==> src/rtl/i2s_master_xcvr.sv <==
`timescale 1ns/1ps
// i2s_master_xcvr: full-duplex I2S master.
// Divides sys_clk into BCLK/LRCK, shifts a stereo TX frame out MSB-first with
// the one-BCLK I2S delay and zero padding, and captures the ADC stream into a
// stereo RX frame.
// Ports:
//   sys_clk, sys_rst_n        clock, asynchronous active-low reset
//   i2s_bclk/lrck/dacdat      serial outputs to the codec
//   i2s_adcdat                serial input from the codec
//   tx_l/r_data, tx_valid     TX frame offer into the holding register
//   tx_ready                  holding register empty
//   tx_underrun               pulse: frame start with empty holding register
//   rx_l/r_data, rx_valid     captured RX frame with one-cycle strobe
module i2s_master_xcvr #(
  parameter int DATA_W   = 24,
  parameter int SLOT_W   = 32,
  parameter int BCLK_DIV = 4
) (
  input  logic              sys_clk,
  input  logic              sys_rst_n,
  output logic              i2s_bclk,
  output logic              i2s_lrck,
  output logic              i2s_dacdat,
  input  logic              i2s_adcdat,
  input  logic [DATA_W-1:0] tx_l_data,
  input  logic [DATA_W-1:0] tx_r_data,
  input  logic              tx_valid,
  output logic              tx_ready,
  output logic              tx_underrun,
  output logic [DATA_W-1:0] rx_l_data,
  output logic [DATA_W-1:0] rx_r_data,
  output logic              rx_valid
);

  localparam int DIV_W = (BCLK_DIV > 2) ? $clog2(BCLK_DIV) : 1;
  localparam int BIT_W = $clog2(2 * SLOT_W);

  localparam logic [DIV_W-1:0]  RISE_CNT = DIV_W'(BCLK_DIV / 2 - 1);
  localparam logic [DIV_W-1:0]  FALL_CNT = DIV_W'(BCLK_DIV - 1);
  localparam logic [BIT_W-1:0]  BIT_LAST = BIT_W'(2 * SLOT_W - 1);
  localparam logic [BIT_W-1:0]  SLOT_B   = BIT_W'(SLOT_W);
  localparam logic [BIT_W-1:0]  DATA_B   = BIT_W'(DATA_W);
  localparam logic [BIT_W-1:0]  ONE_B    = BIT_W'(1);
  localparam logic [BIT_W-1:0]  RX_DONE  = BIT_W'(SLOT_W + DATA_W);
  localparam logic [DATA_W-1:0] ONE_D    = DATA_W'(1);

  logic [DIV_W-1:0]  div_q, div_d;
  logic [BIT_W-1:0]  bit_q, bit_d;
  logic              bclk_q, bclk_d;
  logic              lrck_q, lrck_d;
  logic              dac_q, dac_d;
  logic              tx_ready_q, tx_ready_d;
  logic              underrun_q, underrun_d;
  logic              first_q, first_d;
  logic [DATA_W-1:0] hold_l_q, hold_l_d, hold_r_q, hold_r_d;
  logic [DATA_W-1:0] txsh_l_q, txsh_l_d, txsh_r_q, txsh_r_d;
  logic [DATA_W-1:0] rxsh_l_q, rxsh_l_d, rxsh_r_q, rxsh_r_d;
  logic [DATA_W-1:0] rx_l_q, rx_l_d, rx_r_q, rx_r_d;
  logic              rx_valid_q, rx_valid_d;

  logic              rise_tick_s, fall_tick_s, frame_start_s;
  logic [BIT_W-1:0]  nb_s, p_s, q_s;
  logic              nb_right_s, rx_right_s, rx_in_win_s;
  logic [DATA_W-1:0] tx_word_s, tx_mask_s, rx_mask_s;
  logic              dac_bit_s;

  assign i2s_bclk    = bclk_q;
  assign i2s_lrck    = lrck_q;
  assign i2s_dacdat  = dac_q;
  assign tx_ready    = tx_ready_q;
  assign tx_underrun = underrun_q;
  assign rx_l_data   = rx_l_q;
  assign rx_r_data   = rx_r_q;
  assign rx_valid    = rx_valid_q;

  // Next-state logic for the clock divider, serialiser, holding register and capture path.
  always_comb begin
    rise_tick_s   = (div_q == RISE_CNT);
    fall_tick_s   = (div_q == FALL_CNT);
    frame_start_s = fall_tick_s && (bit_q == BIT_LAST);

    // Bit position the serialiser moves to on this fall tick.
    nb_s       = (bit_q == BIT_LAST) ? '0 : bit_q + ONE_B;
    nb_right_s = (nb_s >= SLOT_B);
    p_s        = nb_right_s ? (nb_s - SLOT_B) : nb_s;
    tx_word_s  = nb_right_s ? txsh_r_q : txsh_l_q;
    tx_mask_s  = ONE_D << (DATA_B - p_s);
    // Slot position 0 is the I2S delay bit; positions past DATA_W are padding.
    if ((p_s >= ONE_B) && (p_s <= DATA_B)) begin
      dac_bit_s = |(tx_word_s & tx_mask_s);
    end else begin
      dac_bit_s = 1'b0;
    end

    // Capture position of the bit currently on the line.
    rx_right_s  = (bit_q >= SLOT_B);
    q_s         = rx_right_s ? (bit_q - SLOT_B) : bit_q;
    rx_in_win_s = (q_s >= ONE_B) && (q_s <= DATA_B);
    rx_mask_s   = ONE_D << (DATA_B - q_s);

    div_d      = fall_tick_s ? '0 : div_q + DIV_W'(1);
    bit_d      = bit_q;
    bclk_d     = bclk_q;
    lrck_d     = lrck_q;
    dac_d      = dac_q;
    tx_ready_d = tx_ready_q;
    underrun_d = 1'b0;
    first_d    = first_q;
    hold_l_d   = hold_l_q;
    hold_r_d   = hold_r_q;
    txsh_l_d   = txsh_l_q;
    txsh_r_d   = txsh_r_q;
    rxsh_l_d   = rxsh_l_q;
    rxsh_r_d   = rxsh_r_q;
    rx_l_d     = rx_l_q;
    rx_r_d     = rx_r_q;
    rx_valid_d = 1'b0;

    if (rise_tick_s) begin
      bclk_d = 1'b1;
    end else if (fall_tick_s) begin
      bclk_d = 1'b0;
      bit_d  = nb_s;
      lrck_d = nb_right_s;
      dac_d  = dac_bit_s;
    end else begin
      bclk_d = bclk_q;
    end

    // The holding register is full exactly when tx_ready is low.
    if (frame_start_s) begin
      first_d = 1'b0;
      if (!tx_ready_q) begin
        txsh_l_d   = hold_l_q;
        txsh_r_d   = hold_r_q;
        tx_ready_d = 1'b1;
      end else begin
        underrun_d = !first_q;
      end
    end else begin
      first_d = first_q;
    end

    // A load wins over the transfer so freshly offered data stays held.
    if (tx_valid && tx_ready_q) begin
      hold_l_d   = tx_l_data;
      hold_r_d   = tx_r_data;
      tx_ready_d = 1'b0;
    end else begin
      hold_l_d = hold_l_q;
    end

    if (rise_tick_s && rx_in_win_s) begin
      if (rx_right_s) begin
        rxsh_r_d = i2s_adcdat ? (rxsh_r_q | rx_mask_s) : (rxsh_r_q & ~rx_mask_s);
      end else begin
        rxsh_l_d = i2s_adcdat ? (rxsh_l_q | rx_mask_s) : (rxsh_l_q & ~rx_mask_s);
      end
    end else begin
      rxsh_l_d = rxsh_l_q;
    end

    // The last right-channel bit is sampled on this same tick, so publish
    // the updated shift values rather than the registered ones.
    if (rise_tick_s && (bit_q == RX_DONE)) begin
      rx_l_d     = rxsh_l_d;
      rx_r_d     = rxsh_r_d;
      rx_valid_d = 1'b1;
    end else begin
      rx_valid_d = 1'b0;
    end
  end

  // State registers with asynchronous reset to the idle, first-frame state.
  always_ff @(posedge sys_clk or negedge sys_rst_n) begin
    if (!sys_rst_n) begin
      div_q      <= '0;
      bit_q      <= '0;
      bclk_q     <= 1'b0;
      lrck_q     <= 1'b0;
      dac_q      <= 1'b0;
      tx_ready_q <= 1'b1;
      underrun_q <= 1'b0;
      first_q    <= 1'b1;
      hold_l_q   <= '0;
      hold_r_q   <= '0;
      txsh_l_q   <= '0;
      txsh_r_q   <= '0;
      rxsh_l_q   <= '0;
      rxsh_r_q   <= '0;
      rx_l_q     <= '0;
      rx_r_q     <= '0;
      rx_valid_q <= 1'b0;
    end else begin
      div_q      <= div_d;
      bit_q      <= bit_d;
      bclk_q     <= bclk_d;
      lrck_q     <= lrck_d;
      dac_q      <= dac_d;
      tx_ready_q <= tx_ready_d;
      underrun_q <= underrun_d;
      first_q    <= first_d;
      hold_l_q   <= hold_l_d;
      hold_r_q   <= hold_r_d;
      txsh_l_q   <= txsh_l_d;
      txsh_r_q   <= txsh_r_d;
      rxsh_l_q   <= rxsh_l_d;
      rxsh_r_q   <= rxsh_r_d;
      rx_l_q     <= rx_l_d;
      rx_r_q     <= rx_r_d;
      rx_valid_q <= rx_valid_d;
    end
  end

endmodule

==> config.mk <==
export PLATFORM = sky130hd
export DESIGN_NAME = i2s_master_xcvr
export DESIGN_NICKNAME = d
export VERILOG_FILES = /design/src/rtl/i2s_master_xcvr.sv
export SDC_FILE = /design/constraint.sdc
export NUM_CORES = 1
export LEC_CHECK = 0
export CAP_MARGIN = 10
export CORE_UTILIZATION = 60
export CTS_CLUSTER_DIAMETER = 200
export DETAILED_ROUTE_END_ITERATION = 16
export MAX_ROUTING_LAYER = met4
export PLACE_DENSITY = 0.85
export SLEW_MARGIN = 20
export SYNTH_ARGS = -nofsm -noshare
export SYNTH_HDL_FRONTEND = slang
export SYNTH_SLANG_ARGS = --single-unit
==> constraint.sdc <==
create_clock -name sys_clk -period 8.5 [get_ports sys_clk]
set_input_delay 0.85 -clock sys_clk [delete_from_list [all_inputs] [get_ports sys_clk]]
set_output_delay 0.85 -clock sys_clk [all_outputs]
set_load 0.03 [all_outputs]
==> run summary <==
Cell Area, Synth = 0.00893 mm2
DRT antenna net count = 0
fin nets = 813
Hold Fails Final Rpt = 0
Hold Crit Class = in -> async
register area share after synthesis = 58.0%
clk buf depth = 3
Net Switching = 425 uW
area grow syn2layout = 21.4%
crit path launch type = flip-flop
Worst-Skew Late Latency = 500 ps
die width = 124 um
Gate Count Post-Synth = 657
most common cell after layout, fill and taps aside = dfrtp_1
Net Sw Frac = 20.4%
Worst R2R Start = bit_q[1]$_DFFE_PN0P_
First-pass DRT Iterations = 5
dpl hpwl = 11700 um
gr usage total = 25.2%
CP Data Required Time = 8870 ps
Post-synth EDFFs = 0
Routed Wire Length = 18200 um
min cycle time layout = 3240 ps
Initial Util = 61.5%
initial antenna violation count = 0
skew final = 13.9 ps
Reg2Reg Depth = 6
CP cell instances = inv_1 > ha_1 > o221ai_2 > nor3_1 > nand2_1 > mux2_1
final RePlAce weighted congestion = 0.817
total number of vias = 5603
IO Pins = 106
unrepaired setup endpoints after global routing = no
Primary FF master, synth = dfrtp_1
outcome = finished clean
Yosys warnings = 0
combinational share of power = 4.1%
MaxCap Viol Count = 0
Hold WS = 446 ps
CP peak stage delay = 820 ps
Setup Fix Bufs, Post-CTS = 0
sequential power share = 50.3%
H-tree lvl count = 1
DR WL/cell = 19.1 um
# clock sinks = 207
ratio of cells with drive above 1 in the final layout = 31.6%
library cells used by synthesis = 54
count of pins over their slew limit = 0
TritonCTS buffer count = 22
core area = 0.0145 mm2
crit path max fanout = 19
Bufs and invs on worst path = 1
final setup fails = 0
Mean Syn Cell Area = 13.6 um2
Root Buffer = clkbuf_16
vias in the first global route = 5709
fmax = 0.308 GHz
most frequent cells in the layout = dfrtp_1, mux2_2, clkdlybuf4s50_1
P_int = 1.66 mW
Critical Path AT = 3610 ps
max_slew headroom = 33.8%
net count after synthesis = 717
P_leak = 4.88 nW
Cell Rows = 44
Post-CTS Resized = 0
clock share of power = 45.6%
Yosys reg bits = 207
DR vias/cell = 5.89
period utilisation layout = 38.2%
slowest CP cell = nor3_1
DRC viols = 0
first-pass GRT wire length = 29300 um
TritonCTS clock tree = built
worst r2r dst = rxsh_l_q[6]$_DFF_PN0_
Setup TNS = 0 ps
flop2flop setup slack = 5260 ps
CP Capture Type = flip-flop
Cell Pwr Density = 192 mW/mm2
Die Height = 124 um
IO Port Bufs = 105
asr flop ratio synth = 100%
peak supply drop = 0.160 mV
ant diodes = 0
Clock Pin Slew Worst Setup and Hold Paths = 60 ps
# hold bufs at CTS = 0
cell family with most CP delay = simple AND/OR/NAND/NOR gates
WS Path Type = reg -> reg
die area = 0.0154 mm2
largest net degree at the start of global routing = 115
Starting DRT DRC Count = 364
Worst-Margin Slew = 985 ps
gr ovfl total = 0
## per-stage QoR
step	setup slack [ps]	area, um2	total power [mW]	util (%)	instances
after floorplan	5850	8930	1.09	-	657
after global placement	5510	10100	1.14	69.5	913
after detailed placement	5380	10100	1.15	69.5	913
after CTS	5330	10800	2.10	74.6	951
after global routing	5040	10800	2.15	74.6	951
final	5260	10800	2.08	74.6	951
## power groups by stage
stage	clock network [mW]	registers (mW)	logic, mW
2_1_floorplan	0	1.05	0.0366
3_3_place_gp	0	1.06	0.0805
3_5_place_dp	0	1.06	0.0858
4_1_cts	0.964	1.05	0.0864
5_1_grt	1.01	1.05	0.0938
6_report	0.950	1.05	0.0845
## worst max-delay path by stage
stage	slack, ps	cells after the start	end	startpoint
6_report	5260	6	rxsh_l_q[6]$_DFF_PN0_	bit_q[1]$_DFFE_PN0P_
5_1_grt	5040	7	rxsh_l_q[6]$_DFF_PN0_	bit_q[0]$_DFFE_PN0P_
4_1_cts	5330	7	rxsh_l_q[7]$_DFF_PN0_	bit_q[0]$_DFFE_PN0P_
3_5_place_dp	5380	7	rx_r_data[3]$_DFFE_PN0P_	bit_q[1]$_DFFE_PN0P_
3_3_place_gp	5510	7	rx_r_data[1]$_DFFE_PN0P_	bit_q[1]$_DFFE_PN0P_
2_1_floorplan	5850	9	rx_r_data[0]$_DFFE_PN0P_	bit_q[0]$_DFFE_PN0P_
## logic make-up after synthesis
kind of cell / synth area share [%]
mux: 25.9
flops: 58.0
buf+inv: 2.28
compound gates: 5.55
xor+xnor: 0.294
simple gates: 6.86
fa+ha+maj: 1.12
## layout make-up
type	instances	area [um2]
clock buffer	34	687
clock inverter	4	45.0
fill	901	3690
inverter	8	30.0
multi-input combinational	403	3570
sequential	207	5180
tap	184	230
timing repair buffer	111	1100
## registers in the layout, summed over array words and instances, names as in the netlist, 2 cells and up
signal     count
hold_r_q      24
hold_l_q      24
rx_r_data     24
div_q          2
bit_q          6
txsh_l_q      24
rxsh_r_q      24
rxsh_l_q      24
txsh_r_q      24
rx_l_data     24
## cell usage after synthesis (2+ instances only)
cell type / n / area, um2
a211o_1: 3 / 26.3
a21o_1: 2 / 15.0
a21oi_1: 10 / 50.1
a221oi_1: 3 / 26.3
a22o_1: 5 / 43.8
a22oi_1: 14 / 105
a31oi_1: 5 / 31.3
and2_1: 9 / 56.3
buf_1: 4 / 15.0
buf_2: 19 / 95.1
clkbuf_1: 15 / 56.3
dfrtp_1: 205 / 5130
dfstp_2: 2 / 52.6
ha_1: 8 / 100
inv_1: 7 / 26.3
mux2_1: 11 / 124
mux2_2: 172 / 1940
mux2_4: 12 / 180
mux2i_1: 5 / 50.1
nand2_1: 64 / 240
nand2b_1: 3 / 18.8
nand3_1: 9 / 45.0
nor2_1: 12 / 45.0
nor2_2: 2 / 12.5
nor2_4: 2 / 22.5
nor2b_1: 5 / 31.3
nor3_1: 8 / 40.0
nor3b_1: 2 / 15.0
o21a_1: 6 / 45.0
o21ai_0: 5 / 25.0
o221ai_2: 2 / 30.0
o32ai_1: 2 / 17.5
or4b_1: 2 / 20.0
xnor2_1: 2 / 17.5
## per-layer routing
| layer | wire [um] | GRT usage, % | part of all wire [%] | up-vias |
|---|---|---|---|---|
| li1 | - | - | - | 2542 |
| met1 | 7740 | 32.0 | 43 | 2843 |
| met2 | 9220 | 42.3 | 51 | 183 |
| met3 | 853 | 3.80 | 4.7 | 35 |
| met4 | 369 | 7.37 | 2.0 | 0 |
| met5 | 0 | - | 0 | - |
Power figures use the tool's default switching activity.
